$ cat src/rtl/zigzag_input_framer.sv
// zigzag_input_framer
// Collects characters from a link into a frame buffer. When the end-of-frame
// token arrives it replays the buffered frame, followed by the token, to a
// downstream zigzag decryptor. It then waits through a short idle gap before
// it accepts the next frame.
// All outputs are registered. valid_o/data_o show what the state machine
// produced on the previous edge, which is why GAP runs one extra state cycle:
// the decryptor then sees two idle cycles after the token while busy_o is
// still high.
module zigzag_input_framer #(
  parameter int                 D_WIDTH                = 8,
  parameter int                 MAX_NOF_CHARS          = 50,
  parameter logic [D_WIDTH-1:0] START_DECRYPTION_TOKEN = 8'hFA
) (
  input  logic               clk,
  input  logic               rst_n,
  input  logic [D_WIDTH-1:0] data_i,
  input  logic               valid_i,
  input  logic               busy_i,
  output logic               busy_o,
  output logic [D_WIDTH-1:0] data_o,
  output logic               valid_o,
  output logic [8:0]         frame_len_o,
  output logic               overflow_o,
  output logic               drop_o
);

  localparam int         ADDR_W  = (MAX_NOF_CHARS > 1) ? $clog2(MAX_NOF_CHARS) : 1;
  localparam logic [8:0] MAX_CNT = 9'(MAX_NOF_CHARS);

  localparam logic [2:0] ST_COLLECT = 3'd0;
  localparam logic [2:0] ST_DISCARD = 3'd1;
  localparam logic [2:0] ST_WAIT_DS = 3'd2;
  localparam logic [2:0] ST_SEND    = 3'd3;
  localparam logic [2:0] ST_TOKEN   = 3'd4;
  localparam logic [2:0] ST_GAP     = 3'd5;

  logic [2:0]         state_q,     state_d;
  logic [8:0]         wr_cnt_q,    wr_cnt_d;
  logic [8:0]         rd_ptr_q,    rd_ptr_d;
  logic [8:0]         frame_len_q, frame_len_d;
  logic [1:0]         gap_cnt_q,   gap_cnt_d;
  logic               busy_o_q,    busy_o_d;
  logic               valid_o_q,   valid_o_d;
  logic [D_WIDTH-1:0] data_o_q,    data_o_d;
  logic               overflow_q,  overflow_d;
  logic               drop_q,      drop_d;

  logic [D_WIDTH-1:0] buf_q [MAX_NOF_CHARS];
  logic               buf_we_s;
  logic [ADDR_W-1:0]  buf_waddr_s;
  logic               char_s;
  logic               tok_s;

  // Qualify incoming traffic: zero characters are line filler and never count.
  always_comb begin
    char_s = valid_i && (data_i != {D_WIDTH{1'b0}});
    tok_s  = char_s && (data_i == START_DECRYPTION_TOKEN);
  end

  // Next-state and registered-output computation for the framing FSM.
  always_comb begin
    state_d     = state_q;
    wr_cnt_d    = wr_cnt_q;
    rd_ptr_d    = rd_ptr_q;
    frame_len_d = frame_len_q;
    gap_cnt_d   = gap_cnt_q;
    valid_o_d   = 1'b0;
    data_o_d    = {D_WIDTH{1'b0}};
    overflow_d  = 1'b0;
    buf_we_s    = 1'b0;
    buf_waddr_s = wr_cnt_q[ADDR_W-1:0];

    case (state_q)
      ST_COLLECT: begin
        if (tok_s) begin
          if (wr_cnt_q != 9'd0) begin
            frame_len_d = wr_cnt_q;
            rd_ptr_d    = 9'd0;
            state_d     = ST_WAIT_DS;
          end else begin
            state_d = ST_COLLECT;
          end
        end else if (char_s) begin
          if (wr_cnt_q == MAX_CNT) begin
            // Frame too long: drop the whole frame up to its token.
            overflow_d = 1'b1;
            wr_cnt_d   = 9'd0;
            state_d    = ST_DISCARD;
          end else begin
            buf_we_s = 1'b1;
            wr_cnt_d = wr_cnt_q + 9'd1;
          end
        end else begin
          state_d = ST_COLLECT;
        end
      end
      ST_DISCARD: begin
        if (tok_s) begin
          wr_cnt_d = 9'd0;
          state_d  = ST_COLLECT;
        end else begin
          state_d = ST_DISCARD;
        end
      end
      ST_WAIT_DS: begin
        if (!busy_i) begin
          state_d = ST_SEND;
        end else begin
          state_d = ST_WAIT_DS;
        end
      end
      ST_SEND: begin
        // No backpressure once the frame starts: one character per cycle.
        valid_o_d = 1'b1;
        data_o_d  = buf_q[rd_ptr_q[ADDR_W-1:0]];
        rd_ptr_d  = rd_ptr_q + 9'd1;
        if (rd_ptr_q == (frame_len_q - 9'd1)) begin
          state_d = ST_TOKEN;
        end else begin
          state_d = ST_SEND;
        end
      end
      ST_TOKEN: begin
        valid_o_d = 1'b1;
        data_o_d  = START_DECRYPTION_TOKEN;
        gap_cnt_d = 2'd0;
        state_d   = ST_GAP;
      end
      ST_GAP: begin
        // The first GAP cycle still shows the token on the output register.
        if (gap_cnt_q == 2'd2) begin
          wr_cnt_d = 9'd0;
          state_d  = ST_COLLECT;
        end else begin
          gap_cnt_d = gap_cnt_q + 2'd1;
        end
      end
      default: begin
        wr_cnt_d = 9'd0;
        state_d  = ST_COLLECT;
      end
    endcase
  end

  // busy_o follows the state being entered; any real character seen while busy is dropped.
  always_comb begin
    busy_o_d = (state_d == ST_WAIT_DS) || (state_d == ST_SEND) ||
               (state_d == ST_TOKEN)   || (state_d == ST_GAP);
    drop_d   = char_s && busy_o_q;
  end

  // Control and output registers with synchronous active-high reset.
  always_ff @(posedge clk) begin
    if (rst_n) begin
      state_q     <= ST_COLLECT;
      wr_cnt_q    <= 9'd0;
      rd_ptr_q    <= 9'd0;
      frame_len_q <= 9'd0;
      gap_cnt_q   <= 2'd0;
      busy_o_q    <= 1'b0;
      valid_o_q   <= 1'b0;
      data_o_q    <= {D_WIDTH{1'b0}};
      overflow_q  <= 1'b0;
      drop_q      <= 1'b0;
    end else begin
      state_q     <= state_d;
      wr_cnt_q    <= wr_cnt_d;
      rd_ptr_q    <= rd_ptr_d;
      frame_len_q <= frame_len_d;
      gap_cnt_q   <= gap_cnt_d;
      busy_o_q    <= busy_o_d;
      valid_o_q   <= valid_o_d;
      data_o_q    <= data_o_d;
      overflow_q  <= overflow_d;
      drop_q      <= drop_d;
    end
  end

  // Frame buffer storage; contents persist across frames and are not reset.
  always_ff @(posedge clk) begin
    if (buf_we_s) begin
      buf_q[buf_waddr_s] <= data_i;
    end
  end

  assign busy_o      = busy_o_q;
  assign valid_o     = valid_o_q;
  assign data_o      = data_o_q;
  assign frame_len_o = frame_len_q;
  assign overflow_o  = overflow_q;
  assign drop_o      = drop_q;

endmodule

$ cat config.mk
export PLATFORM = sky130hd
export DESIGN_NAME = zigzag_input_framer
export DESIGN_NICKNAME = d
export VERILOG_FILES = /design/src/rtl/zigzag_input_framer.sv
export SDC_FILE = /design/constraint.sdc
export NUM_CORES = 1
export LEC_CHECK = 0
export BUFFER_PORTS_ARGS = -buffer_cell sky130_fd_sc_hd__buf_2
export CORE_ASPECT_RATIO = 2
export CORE_MARGIN = 2
export CORE_UTILIZATION = 25
export DETAILED_ROUTE_END_ITERATION = 7
export PLACE_DENSITY = 0.36
export SYNTH_ARGS = -nofsm -noshare
export SYNTH_HDL_FRONTEND = slang
export SYNTH_SLANG_ARGS = --single-unit
$ cat constraint.sdc
create_clock -name clk -period 2.8 [get_ports clk]
set_input_delay 0.7 -clock clk [delete_from_list [all_inputs] [get_ports clk]]
set_output_delay 0.7 -clock clk [all_outputs]
set_load 0.01 [all_outputs]
==> results of run 1 <==
-- sequential cells by signal, summed over array words and instances (netlist names), named ones only --
signal	cells
buf_q	400
frame_len_o	9
rd_ptr_q	9
wr_cnt_q	9
data_o	8
state_q	3
gap_cnt_q	2
busy_o	1
drop_o	1
overflow_o	1
valid_o	1
-- report_power, final --
group          total (mW)  leakage [nW]  internal (mW)  switching [mW]
sequential           7.32          4.01           7.31         0.00879
clock                6.18         0.705           3.55            2.63
combinational       0.318          2.36         0.0747           0.243
total                13.8          7.07           10.9            2.88
-- worst max path at each step --
stage                    from                      to  slack (ns)  cells after the start
floorplan           data_i[2]  buf_q[20][0]$_DFFE_PP_        0.13                      6
global placement    data_i[2]  buf_q[13][0]$_DFFE_PP_       -0.02                      8
detailed placement  data_i[2]  buf_q[17][1]$_DFFE_PP_       -0.04                      8
CTS                      flop    data_o[3]$_SDFF_PP0_        0.25                      7
global route             flop    data_o[3]$_SDFF_PP0_        0.06                      7
finish                   flop    data_o[3]$_SDFF_PP0_        0.23                      7
-- layer usage --
metal  GRT usage (%)  vias to the layer above  routed length (um)
met5               0                        -                   0
met4            6.76                        0                2450
met3            1.46                       76                1200
met2            34.8                      171               37200
met1            15.4                     5263               20100
li1                -                     4533                   -
-- kinds of logic (layout without fill, tap and decap cells) --
| group | after synthesis | in the layout |
|---|---|---|
| buf+inv | 67 | 294 |
| flops | 450 | 450 |
| other cells | 0 | 1 |
| simple gates | 242 | 242 |
| fa+ha+maj | 6 | 6 |
| xor+xnor | 16 | 16 |
| mux | 133 | 133 |
| compound gates | 122 | 122 |
-- worst max-delay path: stages, from the launching register on --
cell and delay [ns]:
dfxtp_4 0.44, buf_12 0.22, mux4_2 0.58, a22oi_1 0.25, buf_4 0.15, nand3_1 0.08, a22oi_1 0.35, o21ai_0 0.26
-- layout make-up --
cell class / count / area, sq um
multi-input cells: 519 / 4770
clock inverters: 30 / 350
well taps: 916 / 1150
repair buffers: 204 / 1540
flip-flops and latches: 450 / 13000
inverters: 11 / 41.3
clock buffers: 49 / 1120
diodes: 1 / 2.50
fillers: 7156 / 49700
-- metrics by stage --
step / setup TNS [ns] / hold slack, ns
final: 0 / 0.515
after detailed placement: -1.94 / 0.510
after global routing: 0 / 0.489
after CTS: 0 / 0.486
after global placement: -0.576 / 0.513
after floorplan: 0 / 0.463
-- placed cells by master (no fill, tap or decap), types with 10 or more instances in the layout --
| master | n |
|---|---|
| a21oi_1 | 32 |
| buf_2 | 32 |
| buf_4 | 165 |
| clkbuf_16 | 44 |
| clkinv_1 | 12 |
| dfxtp_1 | 47 |
| edfxtp_1 | 400 |
| inv_1 | 10 |
| mux2_2 | 16 |
| mux2i_1 | 25 |
| mux4_2 | 91 |
| nand2_1 | 35 |
| nand2b_1 | 11 |
| nand3_1 | 24 |
| nor2_1 | 82 |
| nor3_1 | 19 |
| o21ai_0 | 10 |
| o22ai_1 | 17 |
| xnor2_1 | 12 |
==> results.cfg, run 1 <==
[power]
finalPower_mw = 13.8
p_per_area_nw_per_um2 = 628
p_leak_nw = 7.07
ir_drop_mv = 0.428

[worst_setup_path]
cp.required_ns = 3.19
worstPathMaxFanout = 19
criticalPathCategory = reg2reg
reg2regPathDepth = 7
crit_path_start_kind = flop
rr_endpoint = data_o[3]$_SDFF_PP0_
worstPathArrival_ns = 2.95
crit_path_end_kind = flop
r2r_slack_ns = 0.23

[placement]
placed_cell_area_sq_um = 20500
dp.cells = 2100
portBuffers = 32
place_ws_ns = -0.0350
dp_hpwl_um = 44700
gp_routability_congestion = 0.804

[grt]
grt_antenna_before_repair = 1
grt_pass1_vias = 11000
grt_pass1_wl_um = 85300
grt_max_degree = 51
grt_overflow = 0
grt_usage_pct = 16.4

[yosys]
yosysMostFrequentCell = edfxtp_1
synth_cell_types = 67
synth_area_leaders = edfxtp_1, mux4_2, dfxtp_1
synthMuxAreaShare_pct = 13.8
synthAdderAreaFrac_pct = 0.416
syn_nets = 1054
synth_top_family_by_area = multiplexers
ys_ff_latch = 450
synth.avg_cell_area_sq_um = 17.4
yosys_warnings = 0
synth-simple-area-share_pct = 6.86
netlist_top_cells_count = edfxtp_1, mux4_2, nor2_1, dfxtp_1, nand2_1
synth_compound_area_share_pct = 4.56
ys_seq_area_share_pct = 72.0
synth-edff-count = 400
yosys.area.top_type = edfxtp_1
async_flop_share_pct = 0
yosys_most_used_dff = edfxtp_1
synth_top_area_share_pct = 66.5
synth_area_sq_um = 18100
synth_xor_xnor_area_share_pct = 0.776
netlist_instances = 1036

[cts]
clockBufferDepth = 3
hold_buffers = 0
cts-root-buf = clkbuf_16
htreeDepth = 2
cts_setup_buffers = 0
numCtsBuffers = 43
cts_tree = yes
path_clk_slew_ns = 0.07
cts_sinks = 450
insertion_delay_ns = 0.57
ctsResizeCount = 0

[die]
die_x_um = 194
pin_count = 33
row_count = 139
core-area_sq_um = 71700
start_util_pct = 25.2
die_h_um = 384
dieArea_sq_um = 74500

[cells_and_area]
fin_cells = 2180
syn2layout_area_growth_pct = 21.8
design_area_sq_um = 22000
nets = 1247
final_util_pct = 30.7
drive_gt1_share_pct = 30.6

[timing]
setup_viol = 0
slew-limit-headroom_pct = 47.6
rsz0062_at_grt = no
skew_ns = 0.0192
worst_slew_pin_slew_ns = 0.785
max_freq_mhz = 390
setup_slack_ns = 0.234
min_period_ns = 2.57
slew_violations = 0
finalCritPeriodShare_pct = 91.6
hold_viol_final = 0

[routing]
via_count = 10000
wl_per_cell_um = 27.9
drt_iter0_markers = 454
drt_wl_total_um = 60900
vias_per_cell = 4.61
first_pass_iters = 4
drc = 0
ant_nets = 0

[hold_path]
min-delay-start = data_i[3]
min_to = buf_q[38][3]$_DFFE_PP_
holdPathStages = 1
hp-class = in2reg

[flow_run]
cap_viol_max_count = 0

[outcome]
status = finished, final reports clean
Power figures use the tool's default switching activity.
==> inputs of run 2 (changes only) <==
- BUFFER_PORTS_ARGS: -buffer_cell sky130_fd_sc_hd__buf_2 -> -buffer_cell sky130_fd_sc_hd__buf_4
- CTS_CLUSTER_DIAMETER: not set -> 150
==> results.cfg, run 2 (synthesized netlist as in run 1, its figures left out) <==
[cts]
numCtsBuffers = 42
insertion_delay_ns = 0.57
clockBufferDepth = 3
htreeDepth = 2
path_clk_slew_ns = 0.06
ctsResizeCount = 0
cts-root-buf = clkbuf_16
cts_tree = yes
cts_sinks = 450

[cells_and_area]
nets = 1234
top_register = buf_q
drive_gt1_share_pct = 30.6
syn2layout_area_growth_pct = 21.3
mostFrequentLayoutCell = edfxtp_1
antenna_cells = 0
largest_reg_flops = 400
design_area_sq_um = 21900
final_cell_mix = edfxtp_1, buf_4, mux4_2

[timing]
max_freq_mhz = 394
worst_slew_pin_slew_ns = 0.861
slew-limit-headroom_pct = 42.4
setup_slack_ns = 0.264
slew_violations = 0
setup_viol = 0
finalCritPeriodShare_pct = 90.6
min_period_ns = 2.54
skew_ns = 0.0284
timing.hold.ws_ns = 0.519
hold_viol_final = 0
rsz0062_at_grt = no

[worst_setup_path]
crit_path_end_kind = flop
crit_path_start_kind = flop
worstPathMaxFanout = 25
criticalPathCategory = reg2reg
worstPathArrival_ns = 2.98
cp.required_ns = 3.25

[routing]
wl_per_cell_um = 28.3
vias_per_cell = 4.66
drc = 0
ant_nets = 0
via_count = 10100
drt_iter0_markers = 547
drt_wl_total_um = 61200
first_pass_iters = 5

[power]
p_per_area_nw_per_um2 = 613
internal_power_mw = 10.6
p_clk_share_pct = 43.2
ir_drop_mv = 0.417
p_comb_share_pct = 2.3
p_seq_share_pct = 54.5
p_switching_mw = 2.87
p_leak_nw = 7.00
swShare_pct = 21.4

[grt]
grt_pass1_wl_um = 86100
grt_antenna_before_repair = 0
grt_usage_pct = 16.5
grt_max_degree = 51
grt_overflow = 0
grt_pass1_vias = 11100

[die]
dieArea_sq_um = 74500
core-area_sq_um = 71700
die_h_um = 384
die_x_um = 194
row_count = 139
start_util_pct = 25.2
pin_count = 33

[placement]
placed_cell_area_sq_um = 20500
gp_routability_congestion = 0.802
dp_hpwl_um = 44600
portBuffers = 32
place_ws_ns = -0.00777

[flow_run]
cap_viol_max_count = 0

[hold_path]
hp-class = reg2reg

[outcome]
status = finished, final reports clean
run 2: power by group through the flow:
stage	Combinational, mW	Sequential [mW]	Clock [mW]
after floorplan	0.0736	7.47	0
after global placement	0.325	7.47	0
after detailed placement	0.328	7.47	0
after CTS	0.327	7.32	6.00
after global routing	0.337	7.32	6.19
final	0.312	7.32	5.80
run 2: cell type report:
class                   instances  area (sq um)
flip-flops and latches        450         13000
inverters                      11          41.3
repair buffers                192          1570
multi-input cells             519          4770
well taps                     916          1150
clock inverters                22           183
fillers                      7117         49700
clock buffers                  55          1180
run 2: worst paths after layout:
check                                       endpoint  cells past startpoint         startpoint  slack (ns)
worst min-delay path               drop_o$_SDFF_PP0_                      1  busy_o$_SDFF_PP0_        0.52
worst max-delay path            data_o[4]$_SDFF_PP0_                      7               flop        0.26
worst min register to register     drop_o$_SDFF_PP0_                      1  busy_o$_SDFF_PP0_        0.52
worst max register to register  data_o[4]$_SDFF_PP0_                      7               flop        0.26
run 2: worst max-delay path: stages (launching register included):
cell and delay, ns:
dfxtp_4 0.71, buf_12 0.26, mux4_2 0.39, mux2i_1 0.25, buf_4 0.17, o21ai_1 0.07
o21a_1 0.21, a221o_1 0.30
run 2: routing by layer:
metal	vias up	track usage (%)	part of all wire (%)
met3	111	1.46	2.1
met5	-	0	0
met2	175	34.3	59
met1	5280	15.3	33
li1	4518	-	-
met4	0	9.13	5.8
run 2: repair_timing:
action	CTS	global route
setup endpoints to repair	0	2
setup buffers	0	7
hold buffers	0	0
run 2: metrics by stage:
step | std cells | utilization (%) | power [mW] | TNS, ns
after floorplan | 1036 | - | 7.54 | 0
after global placement | 2081 | 28.6 | 7.79 | 0
after detailed placement | 2081 | 28.6 | 7.80 | -0.0347
after CTS | 2158 | 30.5 | 13.6 | 0
after global routing | 2165 | 30.6 | 13.8 | 0
final | 2165 | 30.6 | 13.4 | 0
==> inputs of run 3 (changes only) <==
- CORE_UTILIZATION: 25 -> 30
- PLACE_DENSITY: 0.36 -> 0.41
==> results.cfg, run 3 (synthesized netlist as in run 1, its figures left out) <==
[routing]
drt_wl_total_um = 55200
via_count = 9828
drc = 0
wl_per_cell_um = 28.0
vias_per_cell = 4.98
first_pass_iters = 5
drt_iter0_markers = 608
ant_nets = 0

[timing]
max_freq_mhz = 368
worst_slew_pin_slew_ns = 0.874
hold_viol_final = 0
setup_viol = 0
rsz0062_at_grt = yes
setup_slack_ns = 0.0860
skew_ns = 0.0243
slew_violations = 0
slew-limit-headroom_pct = 41.2
timing.hold.ws_ns = 0.407
finalCritPeriodShare_pct = 96.9
min_period_ns = 2.71

[cells_and_area]
top_register = buf_q
multiInputGateArea_sq_um = 4810
largest_reg_flops = 400
antenna_cells = 0
ff_latch_area_sq_um = 13000
nets = 1186
drive_gt1_share_pct = 29.2
syn2layout_area_growth_pct = 18.6
fill_cells = 5790
design_area_sq_um = 21400
final_cell_mix = edfxtp_1, buf_4, mux4_2
final_util_pct = 35.9
mostFrequentLayoutCell = edfxtp_1

[worst_setup_path]
crit_path_start_kind = flop
crit_path_frequent_cell = or3_1
criticalPathCategory = reg2reg
crit_path_end_kind = flop
cp.required_ns = 3.00
worstPathMaxFanout = 8
worstPathArrival_ns = 2.92
reg2regPathDepth = 5
crit_slowest_cell = nor2_1
slowest_delay_ns = 0.63
crit_chain = or3_1, a21oi_1, nand2_1, or3_1, nor2_1

[power]
p_leak_nw = 6.75
ir_drop_mv = 0.483
p_per_area_nw_per_um2 = 633
finalPower_mw = 13.6

[grt]
grt_usage_pct = 18.1
grt_max_degree = 51
grt_antenna_before_repair = 1
grt_pass1_vias = 10500
grt_overflow = 0
grt_pass1_wl_um = 78400

[hold_path]
hp-class = in2reg
holdPathStages = 1

[die]
dieArea_sq_um = 62300
die_h_um = 351
pin_count = 33
core-area_sq_um = 59700
start_util_pct = 30.2
die_x_um = 178
row_count = 127

[flow_run]
cap_viol_max_count = 0

[placement]
portBuffers = 32
place_ws_ns = -0.272
dp_hpwl_um = 39300
gp_routability_congestion = 0.833
placed_cell_area_sq_um = 20000

[cts]
clockBufferDepth = 3
path_clk_slew_ns = 0.07
cts-root-buf = clkbuf_16
cts_sinks = 450
numCtsBuffers = 41
hold_buffers = 0
cts_setup_buffers = 0
cts_tree = yes
insertion_delay_ns = 0.58
ctsResizeCount = 0
htreeDepth = 2

[outcome]
status = finished, final reports clean
[run 3: routing by layer]
layer	wire, um	up-vias	global-route usage (%)
met5	0	-	0
met3	1420	86	2.01
met2	31600	193	35.6
li1	-	4404	-
met4	2730	0	8.41
met1	19400	5145	18.8
[run 3: metrics by stage]
step	std cells	setup TNS (ns)
6_report	1974	0
5_1_grt	1974	-0.660
4_1_cts	1974	0
3_5_place_dp	1899	-57.34
3_3_place_gp	1899	-55.57
2_1_floorplan	1036	0
[run 3: worst paths after layout]
check	to	from	slack, ns
worst max register to register	buf_q[28][6]$_DFFE_PP_	state_q[2]$_SDFF_PP0_	0.09
worst min register to register	frame_len_o[8]$_SDFFE_PP0P_	wr_cnt_q[8]$_SDFFE_PP0P_	0.50
worst min-delay path	buf_q[49][5]$_DFFE_PP_	data_i[5]	0.41
worst max-delay path	buf_q[28][6]$_DFFE_PP_	state_q[2]$_SDFF_PP0_	0.09
[run 3: cell type report]
type | instances | share of cell area (%)
Timing Repair Buffer | 145 | 5.49
Clock buffer | 47 | 5.13
Sequential cell | 450 | 60.8
Clock inverter | 28 | 1.44
Tap cell | 774 | 4.52
Multi-Input combinational cell | 519 | 22.4
Inverter | 11 | 0.193
[run 3: power breakdown]
part           internal, mW  switching, mW  total [mW]
clock                  3.33           2.61        5.94
combinational        0.0708          0.243       0.314
sequential             7.31        0.00821        7.32
total                  10.7           2.86        13.6
[run 3: critical path, delay by kind of cell, from the launching register on]
kind / cells / cell delay, ns
simple gates: 4 / 1.80
flops: 1 / 0.31
compound gates: 1 / 0.22
